**src/rtl/byte_serializer_pkg.sv**
```systemverilog
// Shared definitions for the byte serializer: FSM state encodings and the
// default word width. The PARITY state only exists when
// BYTE_SERIALIZER_PARITY_EN is defined.
package byte_serializer_pkg;

  localparam int DEF_WIDTH = 8;

  typedef enum logic [1:0] {
    ST_IDLE   = 2'd0,
    ST_SHIFT  = 2'd1
`ifdef BYTE_SERIALIZER_PARITY_EN
    ,
    ST_PARITY = 2'd2
`endif
  } state_t;

endpackage

```
**src/rtl/byte_serializer_bit_counter.sv**
```systemverilog
// Bit position counter for the serializer. Cleared asynchronously by reset
// and synchronously when a new word is accepted; advances once per bit taken.
// tc flags the last data bit (count == WIDTH-1).
module byte_serializer_bit_counter
  import byte_serializer_pkg::*;
#(
  parameter int WIDTH = DEF_WIDTH,
  localparam int CW   = $clog2(WIDTH) + 1
) (
  input  logic clk,
  input  logic nrst,
  input  logic clr,
  input  logic en,
  output logic tc
);

  logic [CW-1:0] cnt;

  // count bits taken; a fresh word restarts at zero
  always_ff @(posedge clk or negedge nrst) begin
    if (!nrst)    cnt <= '0;
    else if (clr) cnt <= '0;
    else if (en)  cnt <= cnt + CW'(1);
  end

  assign tc = (cnt == CW'(WIDTH - 1));

endmodule

```
**src/rtl/byte_serializer.sv**
```systemverilog
// Parallel-in/serial-out stage. Accepts a word on load while ready, then
// presents one bit per cycle on sout (qualified by svalid) and advances on
// each sen-high edge. done pulses the cycle after the final bit is taken,
// and ready is already high in that cycle so words can run back to back.
// Optional build macro BYTE_SERIALIZER_PARITY_EN appends an even-parity bit.
module byte_serializer
  import byte_serializer_pkg::*;
#(
  parameter int WIDTH     = DEF_WIDTH,
  parameter bit MSB_FIRST = 1'b1
) (
  input  logic           clk,
  input  logic           nrst,
  input  logic [1:WIDTH] d,
  input  logic           load,
  output logic           ready,
  input  logic           sen,
  output logic           sout,
  output logic           svalid,
  output logic           done
);

  state_t           state;
  logic [WIDTH-1:0] sreg;
  logic [WIDTH-1:0] dn;
  logic             tc;
  logic             accept;
  logic             take;
`ifdef BYTE_SERIALIZER_PARITY_EN
  logic             par;
`endif

  assign accept = (state == ST_IDLE) && load;
  assign take   = (state == ST_SHIFT) && sen;

  // reorder the input so the first bit to send lands at sreg[WIDTH-1]
  always_comb begin
    dn = d;
    if (!MSB_FIRST)
      for (int i = 0; i < WIDTH; i++) dn[i] = d[i+1];
  end

  // shift register: load on accept, move next bit to the head on each take
  always_ff @(posedge clk or negedge nrst) begin
    if (!nrst)       sreg <= '0;
    else if (accept) sreg <= dn;
    else if (take)   sreg <= {sreg[WIDTH-2:0], 1'b0};
  end

`ifdef BYTE_SERIALIZER_PARITY_EN
  // even parity of the captured word, sent after the data bits
  always_ff @(posedge clk or negedge nrst) begin
    if (!nrst)       par <= 1'b0;
    else if (accept) par <= ^d;
  end
`endif

  byte_serializer_bit_counter #(.WIDTH(WIDTH)) u_cnt (
    .clk  (clk),
    .nrst (nrst),
    .clr  (accept),
    .en   (take),
    .tc   (tc)
  );

  // control FSM with registered ready/svalid/done
  always_ff @(posedge clk or negedge nrst) begin
    if (!nrst) begin
      state  <= ST_IDLE;
      ready  <= 1'b1;
      svalid <= 1'b0;
      done   <= 1'b0;
    end else begin
      done <= 1'b0;
      case (state)
        ST_IDLE: begin
          if (load) begin
            state  <= ST_SHIFT;
            ready  <= 1'b0;
            svalid <= 1'b1;
          end
        end
        ST_SHIFT: begin
          if (sen && tc) begin
`ifdef BYTE_SERIALIZER_PARITY_EN
            state  <= ST_PARITY;
`else
            state  <= ST_IDLE;
            ready  <= 1'b1;
            svalid <= 1'b0;
            done   <= 1'b1;
`endif
          end
        end
`ifdef BYTE_SERIALIZER_PARITY_EN
        ST_PARITY: begin
          if (sen) begin
            state  <= ST_IDLE;
            ready  <= 1'b1;
            svalid <= 1'b0;
            done   <= 1'b1;
          end
        end
`endif
        default: begin
          state  <= ST_IDLE;
          ready  <= 1'b1;
          svalid <= 1'b0;
        end
      endcase
    end
  end

  // serial output: head of the shift register, parity bit, or 0 when idle
  always_comb begin
    sout = 1'b0;
    case (state)
      ST_SHIFT:  sout = sreg[WIDTH-1];
`ifdef BYTE_SERIALIZER_PARITY_EN
      ST_PARITY: sout = par;
`endif
      default:   sout = 1'b0;
    endcase
  end

endmodule
```
**config.mk**
```make
export PLATFORM = sky130hd
export DESIGN_NAME = byte_serializer
export DESIGN_NICKNAME = d
export VERILOG_FILES = /design/src/rtl/byte_serializer_pkg.sv /design/src/rtl/byte_serializer_bit_counter.sv /design/src/rtl/byte_serializer.sv
export SDC_FILE = /design/constraint.sdc
export NUM_CORES = 1
export LEC_CHECK = 0
export BUFFER_PORTS_ARGS = -buffer_cell sky130_fd_sc_hd__buf_4
export CORE_MARGIN = 5
export CORE_UTILIZATION = 47
export CTS_BUF_LIST = sky130_fd_sc_hd__clkbuf_16
export DETAILED_ROUTE_END_ITERATION = 8
export PLACE_DENSITY = 0.73
export SLEW_MARGIN = 5
export SYNTH_ARGS = -nofsm -noshare
export SYNTH_HDL_FRONTEND = slang
export SYNTH_HIERARCHICAL = 1
export SYNTH_SLANG_ARGS = --single-unit
```
**constraint.sdc**
```tcl
create_clock -name clk -period 1.5 [get_ports clk]
set_clock_uncertainty 0.2 [all_clocks]
set_input_delay 0.3 -clock clk [delete_from_list [all_inputs] [get_ports clk]]
set_output_delay 0.3 -clock clk [all_outputs]
set_load 0.02 [all_outputs]
```
==> Word level (Yosys, flattened, before mapping) <==
Index checks and enable logic that the tools add are counted.
{ "classes": {"mux": 16, "reduce_logical": 6, "eq_ne": 4, "n_addsub": 1} }
{ "ops": {"columns": ["operator", "count"], "rows": [
  ["$mux W8", 2],
  ["$mux W4", 2],
  ["$mux W1", 7],
  ["$add A4 B1 Y4 const B", 1],
  ["$eq A4 B3 Y1 const B", 1],
  ["$mux W2", 2],
  ["$pmux W1 S2", 2],
  ["$pmux W2 S2", 1],
  ["$logic_and A1 B1 Y1", 3],
  ["$eq A2 B1 Y1 const B", 1],
  ["$logic_not A2 Y1", 1],
  ["$ne A2 B1 Y1 const B", 1],
  ["$ne A2 B2 Y1 const B", 1],
  ["$reduce_and A2 Y1", 1],
  ["$reduce_bool A2 Y1", 1]
]} }
{ "word_totals": {"input_bits": 12, "register_bits": 17, "output_inout_bits": 4} }

==> Logic depth before layout (Yosys ltp) <==
Gate-level depths: netlist of the first run.
{ "logic_depth": {"ltp_word": 4, "ltp_mapped": 5} }

==> Cells and area by module <==
The synthesis of the first run kept the hierarchy.
{ "by_module_without_submodules": {"columns": ["module", "seq_area_each_um2", "cells_per_inst", "area_each_um2", "n_inst"], "rows": [
  ["byte_serializer", 276.5, 49, 593.1, 1],
  ["byte_serializer_bit_counter", 100.1, 18, 200.2, 1]
]} }

==> Worst setup path before layout of the first run <==
Ideal clock, no wire load.
{ "synth_timing": {"path_kind": "register to register", "startpoint": "register, netlist name svalid", "endpoint": "register u_cnt.cnt[3]", "setup_time_ns": 0.125, "t_required_ns": 1.175, "stages_incl_launch_ff": 6, "path_slack_ns": -0.247, "t_arrival_ns": 1.422, "path_cell_list": "dfrtp_1 > buf_2 > buf_6 > and2_1 > nand4_1 > mux2_4"} }
{ "synth_lines": {"columns": ["item", "line_no", "text"], "rows": [
  ["to (signal assigned)", "byte_serializer_bit_counter.sv:23", "else if (en) cnt <= cnt + CW'(1);"],
  ["to (decl)", "byte_serializer_bit_counter.sv:17", "logic [CW-1:0] cnt;"]
]} }

==> Final worst setup path of the first run <==
{ "layout_timing": {"startpoint": "register svalid", "endpoint": "output svalid"} }
{ "layout_lines": {"columns": ["item", "line_no", "text"], "rows": [
  ["from (decl)", "byte_serializer.sv:19", "output logic svalid,"],
  ["from (signal assigned)", "byte_serializer.sv:71", "svalid <= 1'b0;"],
  ["from (signal assigned)", "byte_serializer.sv:80", "svalid <= 1'b1;"],
  ["from (signal assigned)", "byte_serializer.sv:90", "svalid <= 1'b0;"]
]} }
No word-level cell between the ends.

==> out/metrics.yaml, run 1 <==
power_and_ir_drop:
  ir_worst_vdd_v: 0.000962
  pwr-share-clk: 0.281
  power.internal_mw: 1.24
  power_frac_seq: 0.386
  power_density_mw_per_mm2: 1700
  leakage_nw: 0.582
  switchingPower_mw: 0.528
  combPwrFrac: 0.333
  swShare: 0.298
yosys:
  synthDistinctLibCells: 20
  yosysSeqAreaShare: 0.475
  synth_warnings: 6
  syn_inst: 67
  ys_ff_latch: 15
  synth_area_sq_um: 793
  avgSynthCellArea_sq_um: 11.8
  syn-num-nets: 80
setup_path:
  start_kind: "register"
  arrival_ns: 0.97
  r2r-end: "u_cnt/cnt[3]"
  end_kind: "output pin"
  r2r_cells: 4
  cp.required_ns: 1.00
  rrSetupSlack_ns: 0.08
  setup.worst_path.start: "svalid"
  worstPathMaxFanout: 8
  cp-endpoint: "svalid"
  worstReg2RegStart: "svalid"
  crit_type: "register to output pin"
timing:
  slew_viol_final: 0
  max_freq_mhz: 682
  hold_ws_ns: 0.120
  min_period_ns: 1.47
  slew-limit-headroom: 0.865
  fin_ws_ns: 0.0335
  rsz0062_at_grt: "no"
  setup_tns_ns: 0
  min_period_over_period: 0.978
  hold_viol_final: 0
  max_slew.worst_pin.slew_ns: 0.203
  setup_viol: 0
cells_and_area:
  final_cell_mix: "23 x mux2i_1, 21 x buf_4, 13 x dfrtp_1, 6 x nor2_1"
  area_growth_pct: 31.1
  antennaDiodeCount: 0
  fin_util: 0.667
  final_nets: 104
  layout_commonest_cell: "mux2i_1"
  drive_gt1_frac: 0.333
  final_cells: 106
clock_tree:
  clock_latency_ns: 0.24
  cts_tree: "built"
  htreeDepth: 1
  cts_made_buffers: 3
  cts_num_sinks: 15
  cts_buffer_depth: 2
  clkTransAtPathRegs_ns: 0.05
  cts_root_buffer: "clkbuf_16"
drt:
  drcViolationCount: 0
  dr.pass1.iters: 4
  via_per_inst: 5.22
  ant_nets: 0
  avgRoutedWirePerCell_um: 15.1
  num_vias: 553
  drt-initial-drc-count: 5
  wl_um: 1600
floorplanning:
  initial_core_util: 0.509
  ios: 16
  rows: 14
  die_y_um: 51.1
  die_w_um: 51.1
  die-area_sq_mm: 0.00261
  core_sq_mm: 0.00156
place:
  portBuffers: 15
  dpl.cell_count: 99
  dp_slack_ns: 0.185
  routabilityCongestion: 0.752
  dpl.hpwl_um: 1130
grt:
  grt_max_degree: 16
  grt_usage: 0.148
  antenna_found_initial: 0
  grt_pass1_vias: 594
  grt_pass1_wl_um: 2840
  overflow: 0
run_status:
  run_status: "complete, no violations"
worst_hold_path:
  hold_path.class: "input pin to register"
run:
  cap_violations: 0
[cell type report]
class                      count  area, sq um
fill                         130          519
clock inverter                 1         3.75
multi-input combinational     46          377
tap                           16         20.0
timing repair buffer          23          179
clock buffer                   3         75.1
inverter                       2         7.51
sequential                    15          378
[worst max-delay path, stage by stage, from the launching register on]
cell and delay [ns]:
dfrtp_2 0.43, buf_6 0.15, buf_4 0.15
[stage by stage]
stage,power [mW],instance area (sq um)
after floorplan,1.09,803
final,1.77,1040
after global routing,1.91,1040
after detailed placement,1.25,932
after CTS,1.79,1040
after global placement,1.23,932
[cell families after synthesis]
group | share of synthesized area
multiplexers | 0.309
AO/OA/AOI/OAI | 0.0410
buffers and inverters | 0.0536
AND/OR/NAND/NOR | 0.0946
adder cells (fa/ha/maj) | 0.0158
flip-flops | 0.475
XOR/XNOR | 0.0110
[how the worst min path moves through the flow]
stage,to,cells after the start,slack (ns),from
2_1_floorplan,done,0,-0.20,nrst
3_3_place_gp,u_cnt/cnt[2],1,-0.04,nrst
3_5_place_dp,u_cnt/cnt[2],1,-0.04,nrst
4_1_cts,ready,2,0.12,load
5_1_grt,ready,2,0.13,load
6_report,ready,2,0.12,load
[registers in the layout, summed over array words and instances (netlist names)]
signal and count:
sreg 8, svalid 1, u_cnt/cnt 4, done 1, ready 1
[per-layer routing]
| layer | vias to the layer above | track usage | routed length [um] |
|---|---|---|---|
| met5 | - | 0 | 0 |
| met4 | 0 | 0.0538 | 0 |
| met3 | 0 | 0.0320 | 81 |
| met2 | 13 | 0.245 | 765 |
| met1 | 261 | 0.190 | 750 |
| li1 | 279 | - | - |
[power by group through the flow]
stage	combinational [mW]	sequential (mW)	clock, mW
3_3_place_gp	0.545	0.681	0
6_report	0.590	0.683	0.497
2_1_floorplan	0.410	0.678	0
3_5_place_dp	0.561	0.692	0
5_1_grt	0.657	0.709	0.545
4_1_cts	0.596	0.686	0.510
[Yosys cell counts, drive strengths merged]
| cell | number | area, sq um |
|---|---|---|
| nand3b | 1 | 7.51 |
| inv | 2 | 7.51 |
| nand4 | 1 | 6.26 |
| xnor2 | 1 | 8.76 |
| o22ai | 2 | 12.5 |
| nor2 | 6 | 22.5 |
| mux2i | 23 | 230 |
| and3 | 1 | 6.26 |
| mux2 | 1 | 15.0 |
| nand2 | 2 | 7.51 |
| dfrtp | 14 | 350 |
| nor2b | 2 | 12.5 |
| dfstp | 1 | 26.3 |
| a21oi | 2 | 10.0 |
| a21bo | 1 | 10.0 |
| and2 | 2 | 12.5 |
| buf | 4 | 35.0 |
| ha | 1 | 12.5 |
[what timing repair did]
action | CTS | global route
hold endpoints to repair | 15 | 0
gates resized for setup | 1 | 0
setup buffers | 2 | 0
hold buffers | 1 | 0
setup endpoints to repair | 1 | 0
Power figures use the tool's default switching activity.
==> run 2: changes to the inputs <==
--- a/config.mk
+++ b/config.mk
@@ -10,7 +10,7 @@
 export CORE_UTILIZATION = 47
 export CTS_BUF_LIST = sky130_fd_sc_hd__clkbuf_16
 export DETAILED_ROUTE_END_ITERATION = 8
-export PLACE_DENSITY = 0.73
+export PLACE_DENSITY = 0.79
 export SLEW_MARGIN = 5
 export SYNTH_ARGS = -nofsm -noshare
 export SYNTH_HDL_FRONTEND = slang
==> run 2 against run 1 <==
  * Global-route usage fell by 0.81 points
  * Clock-buffer cell count did not move
  * Cell area fell by 1.1%
  * Setup slack about the same
  * First-iteration DRC count is 40% lower
  * Largest cell class unchanged
  * Critical path depth stayed put
  * Final cell count down 0.94%
  * Combinational power shrank 2%
  * Register-to-register slack gained 0.08 ns
  * Sequential share of layout area increased by 0.40 points
  * Fmax hardly changed
  * Highest routed layer unchanged
  * Via count increased by 1.3%
==> out/metrics.yaml, run 2 (synthesis gave the netlist of run 1 again) <==
run_status:
  run_status: "complete, no violations"
place:
  dpl.hpwl_um: 1150  # +2.1%
  routabilityCongestion: 0.747  # -0.65%
  portBuffers: 15  # unchanged
  dp_slack_ns: 0.118  # -0.0671 ns
setup_path:
  r2r-end: "svalid"
  worstReg2RegStart: "u_cnt/cnt[0]"
  setup.worst_path.start: "svalid"
  end_kind: "output pin"
  crit_path_cell_trace: "and2_1 -> buf_4"
  cp-endpoint: "sout"
  start_kind: "register"
  worstPathMaxFanout: 5  # -3
  slowest_delay_ns: 0.42  # about the same
  arrival_ns: 0.97  # about the same
  crit_slowest_cell: "dfrtp_2"
  r2r_cells: 5  # +1
  crit_type: "register to output pin"
  rrSetupSlack_ns: 0.16  # +0.08 ns
  cp.required_ns: 1.00  # about the same
timing:
  min_period_ns: 1.47  # -0.000308 ns
  setup_viol: 0  # unchanged
  slew_viol_final: 0  # unchanged
  fin_ws_ns: 0.0338  # +0.000308 ns
  max_slew.worst_pin.slew_ns: 0.177  # -0.0255 ns
  min_period_over_period: 0.977  # about the same
  max_freq_mhz: 682  # about the same
  hold_viol_final: 0  # unchanged
  slew-limit-headroom: 0.878  # +0.0139
clock_tree:
  cts_num_sinks: 15  # unchanged
  cts_buffer_depth: 2  # unchanged
  cts_tree: "built"
  htreeDepth: 1  # unchanged
  cts_root_buffer: "clkbuf_16"
  cts_made_buffers: 3  # unchanged
  cts_resized: 0  # -1
  clock_latency_ns: 0.24  # about the same
  clkTransAtPathRegs_ns: 0.05  # about the same
run:
  cap_violations: 0  # unchanged
drt:
  avgRoutedWirePerCell_um: 15.0  # -0.56%
  drcViolationCount: 0  # unchanged
  drt-initial-drc-count: 3  # -2
  wl_um: 1570  # -1.5%
  num_vias: 560  # +1.3%
  via_per_inst: 5.33  # +2.2%
  ant_nets: 0  # unchanged
  dr.pass1.iters: 4  # unchanged
cells_and_area:
  nFillCells: 130  # unchanged
  layout_commonest_cell: "mux2i_1"
  final_cell_mix: "23 x mux2i_1, 21 x buf_4, 13 x dfrtp_1, 6 x nor2_1"
  drive_gt1_frac: 0.326  # -0.00749
  largest_registers: "sreg (8), u_cnt/cnt (4)"
  antennaDiodeCount: 0  # unchanged
  final_nets: 103  # -0.96%
  area_growth_pct: 29.7
  largest_reg_flops: 8  # unchanged
  top_register: "sreg"
floorplanning:
  die-area_sq_mm: 0.00261  # unchanged
  ios: 16  # unchanged
  rows: 14  # unchanged
  initial_core_util: 0.509  # unchanged
  die_w_um: 51.1  # unchanged
  die_y_um: 51.1  # unchanged
  core_sq_mm: 0.00156  # unchanged
power_and_ir_drop:
  ir_worst_vdd_v: 0.00119  # +24%
  power_density_mw_per_mm2: 1720  # +1.1%
  finalPower_mw: 1.77  # about the same
  leakage_nw: 0.576  # -1.0%
grt:
  overflow: 0  # unchanged
  antenna_found_initial: 0  # unchanged
  grt_usage: 0.140  # -0.00807
  grt_pass1_vias: 601  # +1.2%
  grt_max_degree: 16  # unchanged
  grt_pass1_wl_um: 2620  # -8.0%
worst_hold_path:
  hold_path.class: "input pin to register"
-- run 2: cell count changes in the layout (fill, tap and decap cells not counted) --
cell	delta
buf_6	-1
-- run 2: critical path, delay by kind of cell (launching register included) --
kind          cells  cell delay (ns)
buf+inv           1             0.15
simple gates      1             0.15
flops             1             0.42
-- run 2: area by class of cell --
class	instances	area, sq um	share of cell area
well taps	16	20.0	0.0195
clock buffers	3	75.1	0.0730
multi-input cells	46	377	0.366
flip-flops and latches	15	378	0.367
clock inverters	1	3.75	0.00365
repair buffers	22	168	0.163
inverters	2	7.51	0.00730
-- run 2: what timing repair did --
item                                    in CTS  in global routing
hold buffers                                 1                  0
setup buffers                                1                  1
hold endpoints to repair                    15                  0
endpoints found under the setup margin       1                  1
-- run 2: worst min path at each step --
stage / slack, ns / from / cells past startpoint / end
2_1_floorplan: -0.20 / nrst / 0 / done
3_3_place_gp: -0.04 / nrst / 1 / u_cnt/cnt[2]
3_5_place_dp: -0.04 / nrst / 1 / u_cnt/cnt[2]
4_1_cts: 0.06 / load / 2 / ready
5_1_grt: 0.07 / load / 2 / ready
6_report: 0.07 / load / 2 / ready
-- run 2: layer usage --
layer	part of all wire	global-route usage	routed length [um]	vias up
li1	-	-	-	277
met1	0.39	0.144	616	269
met2	0.55	0.251	863	14
met3	0.059	0.0669	93	0
met4	0	0.0404	0	0
met5	0	0	0	-
-- run 2: report_power, final --
part	internal (mW)	leakage (nW)	switching (mW)
Sequential	0.565	0.189	0.121
Combinational	0.316	0.344	0.264
Clock	0.352	0.0423	0.153
Total	1.23	0.576	0.537
-- run 2: stage by stage --
stage	hold slack [ns]	util	cells	area, sq um	setup TNS [ns]
after floorplan	-0.196	-	67	803	-0.0614
final	0.0676	0.660	105	1030	0
after detailed placement	-0.0351	0.593	98	925	0
after global placement	-0.0374	0.593	98	925	0
after global routing	0.0718	0.660	105	1030	-0.00180
after CTS	0.0603	0.655	104	1020	0
==> run 3: changes to the inputs <==
--- a/config.mk
+++ b/config.mk
@@ -11,6 +11,8 @@
 export CTS_BUF_LIST = sky130_fd_sc_hd__clkbuf_16
 export DETAILED_ROUTE_END_ITERATION = 8
 export PLACE_DENSITY = 0.79
+export RECOVER_POWER = 50
+export SETUP_SLACK_MARGIN = 0.5
 export SLEW_MARGIN = 5
 export SYNTH_ARGS = -nofsm -noshare
 export SYNTH_HDL_FRONTEND = slang
==> constraint.sdc (replaced) <==
create_clock -name clk -period 1.5 [get_ports clk]
set_clock_uncertainty 0.2 [all_clocks]
set_input_delay 0.3 -clock clk [delete_from_list [all_inputs] [get_ports clk]]
set_output_delay 0.3 -clock clk [all_outputs]
set_load 0.005 [all_outputs]
==> run 3 against run 2 <==
  * Clock-buffer cell count is the same
  * Die area unchanged
  * Sequential share of layout area decreased by 4.1 points
  * Final cell count grew 6.7%
  * Power is 11% higher
  * Sequential power is 0.6% higher
  * First-iteration DRC count grew to 3.3 times the previous value
  * Register-to-register slack got worse by 0.09 ns
  * Clock power down 1%
==> out/metrics.yaml, run 3 (synthesis gave the netlist of run 1 again) <==
run_status:
  run_status: "complete, no violations"
cells_and_area:
  largest_reg_flops: 8  # unchanged
  largest_registers: "sreg (8), u_cnt/cnt (4)"
  nFillCells: 100  # -23%
  final_nets: 110  # +6.8%
  final_cell_mix: "23 x mux2i_1, 16 x buf_4, 13 x dfrtp_1, 9 x buf_6, 5 x nor2_1"
  top_register: "sreg"
  layout_commonest_cell: "mux2i_1"
  final_cells: 112  # +6.7%
  fin_util: 0.742  # +0.0819
  multi_input_area_sq_um: 417  # +11%
  finish.instance_area_sq_mm: 0.00116  # +12%
  seq_area_sq_um: 378  # unchanged
  drive_gt1_frac: 0.458  # +0.132
  area_growth_pct: 45.7
  antennaDiodeCount: 0  # unchanged
setup_path:
  cp.required_ns: 1.00  # about the same
  crit_path_cell_trace: "and2_4 -> buf_6"
  worstPathMaxFanout: 4  # -1
  slowest_delay_ns: 0.43  # about the same
  path_buf_inv: 1  # unchanged
  cp_top_family: "flip-flops"
  crit_type: "register to output pin"
  end_kind: "output pin"
  start_kind: "register"
  arrival_ns: 0.94  # -0.03 ns
  crit_slowest_cell: "dfrtp_2"
timing:
  rsz0062_at_grt: "yes"
  max_slew.worst_pin.slew_ns: 0.382  # +0.205 ns
  fin_ws_ns: 0.0573  # +0.0234 ns
  min_period_over_period: 0.962  # -0.0156
  max_freq_mhz: 693  # +1.6%
  slew-limit-headroom: 0.745  # -0.133
  slew_viol_final: 0  # unchanged
  setup_tns_ns: 0  # unchanged
  setup_viol: 0  # unchanged
  hold_viol_final: 0  # unchanged
  min_period_ns: 1.44  # -0.0234 ns
run:
  cap_violations: 0  # unchanged
grt:
  overflow: 0  # unchanged
  antenna_found_initial: 0  # unchanged
  grt_pass1_vias: 643  # +7.0%
  grt_max_degree: 16  # unchanged
  grt_pass1_wl_um: 2920  # +12%
  grt_usage: 0.156  # +0.0164
clock_tree:
  clkTransAtPathRegs_ns: 0.05  # about the same
  cts_buffer_depth: 2  # unchanged
  cts_root_buffer: "clkbuf_16"
  htreeDepth: 1  # unchanged
  clock_latency_ns: 0.24  # about the same
  cts_tree: "built"
  cts_made_buffers: 3  # unchanged
  cts_num_sinks: 15  # unchanged
drt:
  num_vias: 593  # +5.9%
  drt-initial-drc-count: 10  # +7
  ant_nets: 0  # unchanged
  via_per_inst: 5.29  # -0.73%
  drcViolationCount: 0  # unchanged
  wl_um: 1740  # +11%
  avgRoutedWirePerCell_um: 15.5  # +3.6%
  dr.pass1.iters: 4  # unchanged
floorplanning:
  rows: 14  # unchanged
  core_sq_mm: 0.00156  # unchanged
  initial_core_util: 0.509  # unchanged
  die_y_um: 51.1  # unchanged
  die_w_um: 51.1  # unchanged
  die-area_sq_mm: 0.00261  # unchanged
  ios: 16  # unchanged
power_and_ir_drop:
  leakage_nw: 0.628  # +9.0%
  ir_worst_vdd_v: 0.000929  # -22%
  power_density_mw_per_mm2: 1690  # -1.5%
place:
  portBuffers: 15  # unchanged
  dpl.hpwl_um: 1080  # -6.4%
  routabilityCongestion: 0.732  # -2.0%
  dp_slack_ns: 0.172  # +0.0542 ns
  place_area_sq_um: 933  # +0.95%
  dpl.cell_count: 99  # +1.0%
worst_hold_path:
  hold_path.class: "input pin to register"
run 3: report_power, final:
group          leakage, nW  internal [mW]  switching, mW  total [mW]
combinational        0.396          0.475          0.295       0.770
clock               0.0423          0.352          0.148       0.500
sequential           0.189          0.564          0.124       0.689
run 3: repair_timing:
item / CTS / global route
pin swaps: 2 / 7
endpoints found under the hold margin: 15 / 0
endpoints found under the setup margin: 19 / 19
hold buffers: 1 / 0
setup buffers: 6 / 2
gates resized for setup: 13 / 8
run 3: final timing paths:
check	startpoint	to	slack (ns)	cells after the start
worst max register to register	svalid	u_cnt/cnt[3]	0.07	4
max in group asynchronous	nrst	ready	0.47	2
worst max-delay path	svalid	sout	0.06	2
worst min register to register	sreg[2]	sreg[2]	0.40	2
min in group asynchronous	nrst	u_cnt/cnt[2]	0.32	2
worst min-delay path	load	ready	0.1	2
run 3: stage by stage:
stage	power, mW	hold WS [ns]
global placement	1.19	-0.0341
global route	2.11	0.0959
detailed placement	1.22	-0.0317
CTS	1.91	0.0926
finish	1.96	0.0963
floorplan	1.05	-0.196
run 3: cell type report:
type | instances | share of cell area
repair buffers | 29 | 0.221
inverters | 2 | 0.00649
clock inverters | 1 | 0.00325
flip-flops and latches | 15 | 0.327
multi-input cells | 46 | 0.360
clock buffers | 3 | 0.0649
well taps | 16 | 0.0173
run 3: per-layer routing:
metal	GRT usage	wire length (um)
met2	0.268	939
met4	0.0852	31
met5	0	0
met1	0.178	718
met3	0.0378	49
